## src/rtl/pipeline_pkg.sv

```systemverilog
// Shared fetch-stage types: NOP encoding, 2-bit counter states and the IF/ID record.
package pipeline_pkg;

  localparam logic [31:0] NOP_INSTR = 32'h0000_0013;

  // Width of the GHR field carried in the IF/ID record (matches the default PHT index width)
  localparam int unsigned GHR_W = 8;

  typedef enum logic [1:0] {
    SNT = 2'b00,
    WNT = 2'b01,
    WT  = 2'b10,
    ST  = 2'b11
  } ctr_t;

  typedef struct packed {
    logic             valid;
    logic [31:0]      pc;
    logic [31:0]      instr;
    logic             pred_taken;
    logic [31:0]      pred_target;
    logic [GHR_W-1:0] ghr;
  } if_id_t;

  localparam if_id_t IF_ID_EMPTY = '{
    valid:       1'b0,
    pc:          '0,
    instr:       NOP_INSTR,
    pred_taken:  1'b0,
    pred_target: '0,
    ghr:         '0
  };

  // Saturating 2-bit counter step
  function automatic ctr_t ctr_next(input ctr_t c, input logic taken);
    ctr_t r;
    r = c;
    if (taken) begin
      if (c != ST) r = ctr_t'(c + 2'd1);
    end else begin
      if (c != SNT) r = ctr_t'(c - 2'd1);
    end
    return r;
  endfunction

endpackage

```

## src/rtl/gshare_predictor.sv

```systemverilog
// Gshare direction predictor with direct-mapped BTB and global history register.
module gshare_predictor
  import pipeline_pkg::*;
#(
  parameter int unsigned PHT_IDX_W = 8,
  parameter int unsigned BTB_IDX_W = 6
) (
  input  logic                 clk,
  input  logic                 reset,
  input  logic [31:0]          pc,
  input  logic                 advance,
  input  logic                 redirect,
  input  logic                 upd_valid,
  input  logic [31:0]          upd_pc,
  input  logic                 upd_taken,
  input  logic [31:0]          upd_target,
  input  logic [PHT_IDX_W-1:0] upd_ghr,
  output logic                 pred_taken,
  output logic [31:0]          pred_next,
  output logic [PHT_IDX_W-1:0] ghr
);

  localparam int unsigned TAG_W = 32 - BTB_IDX_W - 2;
  localparam int unsigned PHT_N = 1 << PHT_IDX_W;
  localparam int unsigned BTB_N = 1 << BTB_IDX_W;

  ctr_t             pht        [PHT_N];
  logic             btb_valid  [BTB_N];
  logic [TAG_W-1:0] btb_tag    [BTB_N];
  logic [31:0]      btb_target [BTB_N];

  logic [PHT_IDX_W-1:0] pht_idx;
  logic [BTB_IDX_W-1:0] btb_idx;
  logic [PHT_IDX_W-1:0] upd_pht_idx;
  logic [BTB_IDX_W-1:0] upd_btb_idx;
  logic                 hit;
  logic                 unused_upd_pc_lo;

  // Byte-offset bits of the resolved PC play no part in indexing or tagging
  assign unused_upd_pc_lo = ^upd_pc[1:0];

  // Lookup on the current PC; reads the table contents from before any same-cycle write
  always_comb begin
    pht_idx     = pc[PHT_IDX_W+1:2] ^ ghr;
    btb_idx     = pc[BTB_IDX_W+1:2];
    upd_pht_idx = upd_pc[PHT_IDX_W+1:2] ^ upd_ghr;
    upd_btb_idx = upd_pc[BTB_IDX_W+1:2];
    hit         = btb_valid[btb_idx] && (btb_tag[btb_idx] == pc[31:BTB_IDX_W+2]);
    pred_taken  = hit && pht[pht_idx][1];
    pred_next   = pred_taken ? btb_target[btb_idx] : pc + 32'd4;
  end

  // PHT counters and BTB valid bits: reset to weak-not-taken / empty, trained by EX
  always_ff @(posedge clk) begin
    if (reset) begin
      for (int unsigned i = 0; i < PHT_N; i++) pht[i] <= WNT;
      for (int unsigned i = 0; i < BTB_N; i++) btb_valid[i] <= 1'b0;
    end else if (upd_valid) begin
      pht[upd_pht_idx] <= ctr_next(pht[upd_pht_idx], upd_taken);
      if (upd_taken) btb_valid[upd_btb_idx] <= 1'b1;
    end
  end

  // BTB payload: only meaningful once the valid bit is set, so no reset needed
  always_ff @(posedge clk) begin
    if (!reset && upd_valid && upd_taken) begin
      btb_tag[upd_btb_idx]    <= upd_pc[31:BTB_IDX_W+2];
      btb_target[upd_btb_idx] <= upd_target;
    end
  end

  // Global history: repaired from EX on redirect, speculatively shifted on a BTB hit
  always_ff @(posedge clk) begin
    if (reset) begin
      ghr <= '0;
    end else if (redirect) begin
      ghr <= upd_valid ? {upd_ghr[PHT_IDX_W-2:0], upd_taken} : upd_ghr;
    end else if (advance && hit) begin
      ghr <= {ghr[PHT_IDX_W-2:0], pred_taken};
    end
  end

endmodule

```

## src/rtl/if_stage_gshare.sv

```systemverilog
// Fetch stage: owns the PC, selects the next PC and holds the IF/ID pipeline register.
module if_stage_gshare
  import pipeline_pkg::*;
#(
  parameter int unsigned PHT_IDX_W = 8,
  parameter int unsigned BTB_IDX_W = 6,
  parameter logic [31:0] RESET_PC  = 32'h0000_0000
) (
  input  logic                 i_clk,
  input  logic                 i_reset,
  input  logic                 i_stall_pc,
  input  logic                 i_stall_if_id,
  input  logic                 i_redirect_valid,
  input  logic [31:0]          i_redirect_pc,
  input  logic                 i_upd_valid,
  input  logic [31:0]          i_upd_pc,
  input  logic                 i_upd_taken,
  input  logic [31:0]          i_upd_target,
  input  logic [PHT_IDX_W-1:0] i_upd_ghr,
  output logic [31:0]          o_imem_addr,
  input  logic [31:0]          i_imem_instr,
  output logic                 o_if_id_valid,
  output logic [31:0]          o_if_id_pc,
  output logic [31:0]          o_if_id_instr,
  output logic                 o_if_id_pred_taken,
  output logic [31:0]          o_if_id_pred_target,
  output logic [PHT_IDX_W-1:0] o_if_id_ghr
);

  logic [31:0]          pc;
  logic                 pred_taken;
  logic [31:0]          pred_next;
  logic [PHT_IDX_W-1:0] ghr;
  if_id_t               if_id;

  gshare_predictor #(
    .PHT_IDX_W (PHT_IDX_W),
    .BTB_IDX_W (BTB_IDX_W)
  ) u_pred (
    .clk        (i_clk),
    .reset      (i_reset),
    .pc         (pc),
    .advance    (!i_stall_pc),
    .redirect   (i_redirect_valid),
    .upd_valid  (i_upd_valid),
    .upd_pc     (i_upd_pc),
    .upd_taken  (i_upd_taken),
    .upd_target (i_upd_target),
    .upd_ghr    (i_upd_ghr),
    .pred_taken (pred_taken),
    .pred_next  (pred_next),
    .ghr        (ghr)
  );

  assign o_imem_addr = pc;

  // PC: redirect beats a load-use hold, otherwise follow the prediction
  always_ff @(posedge i_clk) begin
    if (i_reset) begin
      pc <= RESET_PC;
    end else if (i_redirect_valid) begin
      pc <= i_redirect_pc;
    end else if (!i_stall_pc) begin
      pc <= pred_next;
    end
  end

  // IF/ID: flush on redirect (even when stalled), hold on stall, else capture the fetch
  always_ff @(posedge i_clk) begin
    if (i_reset || i_redirect_valid) begin
      if_id <= IF_ID_EMPTY;
    end else if (!i_stall_if_id) begin
      if_id <= '{
        valid:       1'b1,
        pc:          pc,
        instr:       i_imem_instr,
        pred_taken:  pred_taken,
        pred_target: pred_next,
        ghr:         GHR_W'(ghr)
      };
    end
  end

  assign o_if_id_valid       = if_id.valid;
  assign o_if_id_pc          = if_id.pc;
  assign o_if_id_instr       = if_id.instr;
  assign o_if_id_pred_taken  = if_id.pred_taken;
  assign o_if_id_pred_target = if_id.pred_target;
  assign o_if_id_ghr         = PHT_IDX_W'(if_id.ghr);

endmodule

```

## config.mk

```make
export PLATFORM = sky130hd
export DESIGN_NAME = if_stage_gshare
export DESIGN_NICKNAME = d
export VERILOG_FILES = /design/src/rtl/pipeline_pkg.sv /design/src/rtl/gshare_predictor.sv /design/src/rtl/if_stage_gshare.sv
export SDC_FILE = /design/constraint.sdc
export NUM_CORES = 2
export LEC_CHECK = 0
export BUFFER_PORTS_ARGS = -buffer_cell sky130_fd_sc_hd__buf_2
export CORE_MARGIN = 1.5
export CORE_UTILIZATION = 27
export DETAILED_ROUTE_END_ITERATION = 8
export GPL_ROUTABILITY_DRIVEN = 0
export HOLD_SLACK_MARGIN = 0.02
export PLACE_DENSITY = 0.48
export SETUP_SLACK_MARGIN = 0.2
export SYNTH_ARGS = -nofsm -noshare
export SYNTH_HDL_FRONTEND = slang
export SYNTH_MEMORY_MAX_BITS = 65536
export SYNTH_SLANG_ARGS = --single-unit
export TNS_END_PERCENT = 30
```

## constraint.sdc

```tcl
create_clock -name i_clk -period 13.7 [get_ports i_clk]
set_clock_uncertainty 0.2 [all_clocks]
set_input_delay 2.74 -clock i_clk [delete_from_list [all_inputs] [get_ports i_clk]]
set_output_delay 2.74 -clock i_clk [all_outputs]
set_load 0.02 [all_outputs]
```

==> run metrics <==
highest metal used=met5; CP peak stage delay=0.92 ns; Synth area leader=edfxtp_1; Die Ht=805 µm; synthesized area=174,000 µm²; register clock-pin slew on the reported worst setup and hold paths=0.06 ns; synth top area cells=edfxtp_1, mux4_2, mux2i_1, dfxtp_1, nand3_1; Hold Slack=0.259 ns; WP data arrival=9.28 ns; Rows=294; Sw Share=23.6%; ys flop type=edfxtp_1; root buf cell=clkbuf_16; Residual DRC=0; vias in the first global route=94,789; max-slew violations=0; critical-path maximum fanout=164; # H-tree levels=5; vias after detailed routing=94,814; Synth Register Bits=4,312; fmax=113 MHz; WL met3=52,400 µm; die area=648,000 µm²; kind of critical path=in2reg; DR iter-0 viols=13,125; cts repair resizes=0; Clock Tree Buf Depth=4; Port-buffer cells=278; Synth Instances=8,919; hpwl dp=342,000 µm; clk_lat worst skew=1.08 ns; combinational power share=8.1%; drt total wl=600,000 µm; Initial Utilization=27.1%; CTS tree=yes; cell-internal power=22.3 mW; Final Hold Fails=0; part of the power in registers=49.9%; pin count of the biggest net entering global routing=165; metal2 WL=277,000 µm; core footprint=641,000 µm²; routed metal-1 wirelength=252,000 µm; Post-CTS Hold Buffers=0; status=finished, final reports clean; Placed Instances=17,437; maxcap violations=0; warnings from Yosys=0; RSZ-0062 raised after global routing=no; peak supply drop=0.000118 V; setup ws final=4.86 ns; Fill cells=61,790; crit path max-delay cell type=buf_4; DRT Pass-1 Iters=8; Slew @ Worst Pin=1.41 ns; dpl ws=4.07 ns; top cell type's share of synthesized area=70.9%; first-pass GRT wire length=808,000 µm; Final Instance Count excl. Fillers=18,272; CP cell instances=buf_2, xor2_4, buf_4, buf_4, mux4_2, mux4_2, mux4_2, nor2_1, nor2_1, o221ai_1, o21ai_0, nand2_4, buf_12, nor3_1; Most common cell on crit path=mux4_2; Crit path buffers/inverters=4; GRT overflow=0; ANT nets after route=0; post-CTS setup buffer count=0; Area growth syn-to-layout=15.8%; Net Sw Power=6.88 mW; power density cells=145 nW/µm²; WL per Instance=32.8 µm; Post-synth EDFFs=4,096; Die X=805 µm; final setup fails=0; Tot GR Track Use=17.9%; setup TNS=0 ns; share of cells above drive strength 1=26.4%; Ports=281; worst min path class=reg2reg; post-DR vias/cell=5.19; Slew HR=5.18%; Leakage=61.9 nW; CP Capture Type=flip-flop; total power=29.2 mW; clock power share=42.0%; syn_nets=9,063; asr flop ratio synth=0%; Nets=9,450; clk sinks=4,312; worst endpoint required time=14.14 ns; period utilization=64.5%; register area=127,000 µm²; Final min period=8.84 ns; synthesized area per cell=19.5 µm²; Critical Path Start Type=input pin; initial antenna violation count=51; delay-heaviest family, CP=buffers and inverters; Yosys cell types=75; Seq/Total Area, Yosys=73.3%; Multi-input gate area=43,900 µm²; Num CTS Buffers=448
## sequential cells by signal (all words and copies together) (netlist names), named ones only
| register | count |
|---|---|
| u_pred.btb_target | 2048 |
| u_pred.btb_valid | 64 |
| u_pred.pht | 512 |
| o_if_id_pred_target | 32 |
| o_if_id_valid | 1 |
| o_if_id_instr | 32 |
| o_if_id_pred_taken | 1 |
| o_imem_addr | 32 |
| u_pred.ghr | 8 |
| o_if_id_pc | 32 |
| u_pred.btb_tag | 1536 |
| o_if_id_ghr | 8 |
## layer usage
| metal | up-vias | global-route usage, % |
|---|---|---|
| li1 | 37471 | - |
| met1 | 51823 | 24.7 |
| met2 | 4576 | 28.4 |
| met3 | 922 | 4.07 |
| met4 | 22 | 4.97 |
| met5 | - | 0 |
## metrics by stage
stage,cell area [µm²],utilization [%]
global placement,186000,29.1
CTS,201000,31.4
global route,201000,31.4
detailed placement,186000,29.1
floorplan,174000,-
finish,201000,31.4
## layout make-up
type                    count  share of cell area (%)
flip-flops and latches   4312                    63.4
inverters                  80                   0.156
repair buffers            602                    2.03
clock inverters           246                    1.24
clock buffers             578                    6.00
well taps                8584                    5.34
diodes                      8                 0.00996
multi-input cells        3862                    21.9
## final timing paths
| kind | startpoint | endpoint | slack, ns | cells after the start |
|---|---|---|---|---|
| max reg2reg | flip-flop | o_if_id_pred_target[30] | 4.96 | 14 |
| min | o_if_id_valid | o_if_id_valid | 0.26 | 1 |
| min reg2reg | o_if_id_valid | o_if_id_valid | 0.26 | 1 |
| max | i_upd_pc[2] | u_pred.pht[193][1] | 4.86 | 14 |
## power by group through the flow
stage	Sequential (mW)	Clock [mW]	Combinational, mW
after floorplan	14.8	0	1.42
after global placement	14.8	0	2.32
after detailed placement	14.8	0	2.36
after CTS	14.6	12.5	2.36
after global routing	14.6	13.0	2.47
final	14.6	12.3	2.35
## cells in the final DEF (no fill, tap or decap), types with 67 or more instances in the layout
cell          n
buf_2       277
edfxtp_1   4096
inv_1        73
a22oi_1     149
a21o_1      213
dfxtp_1     210
clkinv_2     85
mux4_2     1135
nor3_1      231
mux2i_1     478
clkinv_1     84
nand2_1     257
clkbuf_16   455
o22ai_1      81
nand3_1     365
buf_4       304
clkbuf_1    101
nor2_1      245
a21oi_1      67
## cell usage after synthesis (75+ instances only)
library cell,instances
mux4_2,1135
mux2i_1,480
a22oi_1,149
nor2_1,328
clkbuf_1,414
edfxtp_1,4096
nand2_1,259
nand3_1,367
o22ai_1,81
a21o_1,213
nor3_1,241
dfxtp_1,216
buf_2,186
inv_1,75
## worst register-to-register path, delay by kind of cell (launching register included)
kind	cells	cell delay, ns
buffers and inverters	3	1.93
multiplexers	3	2.14
AND/OR/NAND/NOR	4	2.88
AO/OA/AOI/OAI	4	0.79
flip-flops	1	0.71
## logic make-up after synthesis
| group | Yosys count | synth area share, % |
|---|---|---|
| flops | 4312 | 73.3 |
| mux | 1637 | 17.6 |
| simple gates | 1400 | 3.80 |
| compound gates | 745 | 2.96 |
| buf+inv | 745 | 1.84 |
| xor+xnor | 78 | 0.398 |
| fa+ha+maj | 2 | 0.0130 |
Power figures use the tool's default switching activity.
